## src/rtl/pmem_arbiter.sv

```systemverilog
// Arbitrates one physical-memory line port between the I-cache and D-cache controllers.
// Optional ARB_ROUND_ROBIN_EN: alternate grants when both caches request in the same IDLE cycle.
module pmem_arbiter #(
   parameter int ADDR_W = 16,
   parameter int LINE_W = 128
) (
   input  logic              clk,
   input  logic              rst_n,
   input  logic              i_pmem_read,
   input  logic [ADDR_W-1:0] i_pmem_addr,
   output logic [LINE_W-1:0] i_pmem_rdata,
   output logic              i_pmem_resp,
   input  logic              d_pmem_read,
   input  logic              d_pmem_write,
   input  logic [ADDR_W-1:0] d_pmem_addr,
   input  logic [LINE_W-1:0] d_pmem_wdata,
   output logic [LINE_W-1:0] d_pmem_rdata,
   output logic              d_pmem_resp,
   output logic              pmem_read,
   output logic              pmem_write,
   output logic [ADDR_W-1:0] pmem_addr,
   output logic [LINE_W-1:0] pmem_wdata,
   input  logic [LINE_W-1:0] pmem_rdata,
   input  logic              pmem_resp
);

   localparam logic [1:0] IDLE  = 2'd0;
   localparam logic [1:0] GNT_I = 2'd1;
   localparam logic [1:0] GNT_D = 2'd2;

   localparam logic LAST_I = 1'b0;
   localparam logic LAST_D = 1'b1;

   logic [1:0] state_r;
   logic [1:0] next_state_s;
   logic       last_gnt_r;
   logic       next_last_gnt_s;
   logic       i_req_s;
   logic       d_req_s;

   assign i_req_s = i_pmem_read;
   assign d_req_s = d_pmem_read | d_pmem_write;

   // Next-state and last-grant selection
   always_comb begin
      next_state_s    = state_r;
      next_last_gnt_s = last_gnt_r;
      case (state_r)
         IDLE: begin
            if (i_req_s && d_req_s) begin
`ifdef ARB_ROUND_ROBIN_EN
               next_state_s = (last_gnt_r == LAST_D) ? GNT_I : GNT_D;
`else
               next_state_s = GNT_D;
`endif
            end else if (d_req_s) begin
               next_state_s = GNT_D;
            end else if (i_req_s) begin
               next_state_s = GNT_I;
            end else begin
               next_state_s = IDLE;
            end
         end
         GNT_I: begin
            // A completed transaction and an abort both return to IDLE; only completion updates history
            if (pmem_resp) begin
               next_state_s    = IDLE;
               next_last_gnt_s = LAST_I;
            end else if (!i_req_s) begin
               next_state_s = IDLE;
            end else begin
               next_state_s = GNT_I;
            end
         end
         GNT_D: begin
            if (pmem_resp) begin
               next_state_s    = IDLE;
               next_last_gnt_s = LAST_D;
            end else if (!d_req_s) begin
               next_state_s = IDLE;
            end else begin
               next_state_s = GNT_D;
            end
         end
         default: begin
            next_state_s = IDLE;
         end
      endcase
   end

   // State and grant-history registers
   always_ff @(posedge clk) begin
      if (!rst_n) begin
         state_r    <= IDLE;
         last_gnt_r <= LAST_I;
      end else begin
         state_r    <= next_state_s;
         last_gnt_r <= next_last_gnt_s;
      end
   end

   // Memory strobes and per-cache responses decoded from the current grant
   always_comb begin
      pmem_read   = 1'b0;
      pmem_write  = 1'b0;
      i_pmem_resp = 1'b0;
      d_pmem_resp = 1'b0;
      case (state_r)
         GNT_I: begin
            pmem_read   = i_pmem_read;
            i_pmem_resp = pmem_resp;
         end
         GNT_D: begin
            // Simultaneous read and write from the D-cache is a write-back
            pmem_write  = d_pmem_write;
            pmem_read   = d_pmem_read & ~d_pmem_write;
            d_pmem_resp = pmem_resp;
         end
         default: begin
            pmem_read   = 1'b0;
            pmem_write  = 1'b0;
            i_pmem_resp = 1'b0;
            d_pmem_resp = 1'b0;
         end
      endcase
   end

   assign pmem_addr    = (state_r == GNT_I) ? i_pmem_addr : d_pmem_addr;
   assign pmem_wdata   = d_pmem_wdata;
   assign i_pmem_rdata = pmem_rdata;
   assign d_pmem_rdata = pmem_rdata;

endmodule

```

## config.mk

```make
export PLATFORM = sky130hd
export DESIGN_NAME = pmem_arbiter
export DESIGN_NICKNAME = d
export VERILOG_FILES = /design/src/rtl/pmem_arbiter.sv
export SDC_FILE = /design/constraint.sdc
export NUM_CORES = 1
export LEC_CHECK = 0
export CORE_AREA = 5 5 266 268
export CTS_BUF_LIST = sky130_fd_sc_hd__clkbuf_2
export DETAILED_ROUTE_END_ITERATION = 7
export DIE_AREA = 0 0 271 273
export HOLD_SLACK_MARGIN = 0.05
export RECOVER_POWER = 25
export SETUP_SLACK_MARGIN = 0.02
export SYNTH_ARGS = -nofsm -noshare
export SYNTH_HDL_FRONTEND = slang
export SYNTH_SLANG_ARGS = --single-unit
```

## constraint.sdc

```tcl
create_clock -name clk -period 1.7 [get_ports clk]
set_input_delay 0.51 -clock clk [delete_from_list [all_inputs] [get_ports clk]]
set_output_delay 0.51 -clock clk [all_outputs]
set_load 0.05 [all_outputs]
```

==> results.toml <==
[outcome]
status = "finished, violations left"
violations = "setup timing"

[power]
power_uw = 536
powerDensity_nw_per_um2 = 224
worst_ir_drop_vdd_v = 0.000104
p_leak_nw = 0.581

[route]
postRouteAntennaNets = 0
via_per_inst = 1.24
wire_per_inst_um = 22.5
drt_pass1_iterations = 2
drtIter0Drc = 26
drcViolationCount = 0
via_count = 1228
wl_um = 22300

[logic_synthesis]
synth_nets = 720
synth_warnings = 0
synthMostInstantiatedCell = "buf_4"
synth_cells = 422
yosys-top-cells-area = "buf_4, mux2_4, mux2_2, ha_1, dfxtp_1"
synth-edff-count = 0
yosysSeqAreaShare = 0.0121
synth_top_area_cell = "buf_4"
async_flop_share = 0
synth_flop_cell = "dfxtp_1"
synth_area_sq_um = 3310
synth_top_cells_by_count = "buf_4, mux2_2, mux2_4"
synth.ff_latch_count = 2
synthDistinctLibCells = 16
synth_area_per_cell_sq_um = 7.84
synth_top_area_frac = 0.872

[flow_run]
cap_violations = 0

[floorplan]
num_rows = 96
dieHeight_um = 273
die_area_sq_um = 74000
die_x_um = 271
start_util = 0.0486
ios = 698
fp.coreArea_sq_um = 68100

[timing]
rsz0062_at_grt = "yes"
finalCriticalPeriod_ps = 1920
setup_tns_ps = -3150
hold_viol_final = 0
hold_ws_ps = 836
setup-violations-final = 18
fin_skew_ps = 3.95
maxSlewHeadroom = 0.865
setup_slack_ps = -222
fmax_ghz = 0.520
slew_viol_final = 0
timing.final.crit_share = 1.13
tightest_slew_ps = 202

[grt]
grt_use_total = 0.0556
grt_pass1_wl_um = 24800
grt_pass1_vias = 1489
antenna_found_initial = 5
grt_max_degree = 10
gr-total-overflow = 0

[place]
hpwl_um = 20300
port_buffers = 57
dp_worst_setup_slack_ps = -296
gp_congestion = 0.611

[critical_path]
required_ps = 1190
arrival_ps = 1410
ff2ff_path_depth = 6
cp-start-kind = "flop"
crit_type = "flop to primary output"
crit_fanout = 9
cp-end-kind = "primary output"

[cells_and_area]
syn_to_final_growth_pct = -27.5
largestRegisters = "state_r (2)"
max_flop_register = "state_r"
drive_above_1_share = 0.593
largest_reg_flops = 2
final_nets = 408

[clocking]
cts_buffers = 3
cts_max_path_buffers = 2
cts_sinks = 2
cts_tree = "yes"
clkSlewWorstSetupHoldPaths_ps = 30
htreeDepth = 1
clockRootBuffer = "clkbuf_2"
clock_latency_ps = 190

[worst_hold_path]
whs_path_depth = 4
min_path_type = "flop to flop"
## report_power, final
group          internal [mW]  total [mW]  switching (mW)
clock                 0.0469      0.0748          0.0279
sequential            0.0509      0.0530         0.00211
combinational          0.226       0.408           0.182
## critical path: stages, from the launching register on
cell	delay, ps
dfxtp_2	310
inv_2	70
ha_4	160
buf_12	150
mux2_2	350
buf_6	160
## repair_timing
| item | in CTS | in global routing |
|---|---|---|
| endpoints found under the setup margin | 20 | 20 |
| resized for setup | 28 | 4 |
| hold buffers | 0 | 0 |
| endpoints found under the hold margin | 0 | 0 |
| gates cloned | 1 | 0 |
| pin swaps | 1 | 2 |
| setup buffers | 3 | 1 |
## layout by cell type (no fill, tap or decap)
cell              n
buf_6            10
ha_4              3
nor2b_1           3
o221a_2           1
clkbuf_2          3
o211a_1           1
mux2_4           10
diode_2           1
dfxtp_2           2
dlygate4sd2_1     6
nand3b_1          1
clkdlybuf4s50_1  31
mux2_2            6
buf_4             8
inv_4             1
nand2_2           1
ha_1              1
buf_12           13
buf_8             1
a21boi_4          1
inv_2             1
nor3b_1           1
and2_4            3
## cell families (layout without fill, tap and decap cells)
kind of cell | count (synthesis) | count (layout) | share of synthesized area
simple gates | 9 | 9 | 0.0170
buf+inv | 388 | 74 | 0.883
fa+ha+maj | 4 | 4 | 0.0151
mux | 16 | 16 | 0.0636
flops | 2 | 2 | 0.0121
compound gates | 3 | 3 | 0.00870
other cells | 0 | 1 | 0
## routing by layer
metal | vias to the layer above | GRT usage | wire [um]
met5 | - | 0 | 0
met4 | 0 | 0.0524 | 2530
met3 | 176 | 0.0910 | 7670
met2 | 433 | 0.0927 | 10500
met1 | 341 | 0.0107 | 1620
li1 | 278 | - | -
## worst paths after layout
| check | from | end | slack (ps) |
|---|---|---|---|
| worst min register to register | state_r[0] | state_r[1] | 840 |
| worst max register to register | state_r[1] | state_r[0] | 420 |
| worst max-delay path | state_r[1] | pmem_addr[6] | -220 |
| worst min-delay path | state_r[0] | state_r[1] | 840 |
## layout make-up
class	count	area (sq um)
Fill cell	8026	65700
Tap cell	882	1100
Timing Repair Buffer	69	811
Multi-Input combinational cell	32	412
Sequential cell	2	42.5
Clock buffer	3	15.0
Inverter	2	10.0
Antenna cell	1	2.50
## per-stage QoR
stage          utilization  instances  cell area, sq um
6_report            0.0352        991              2400
3_3_place_gp        0.0331        983              2260
4_1_cts             0.0352        990              2400
2_1_floorplan            -        422              3320
5_1_grt             0.0352        991              2400
3_5_place_dp        0.0331        983              2260
Power figures use the tool's default switching activity.
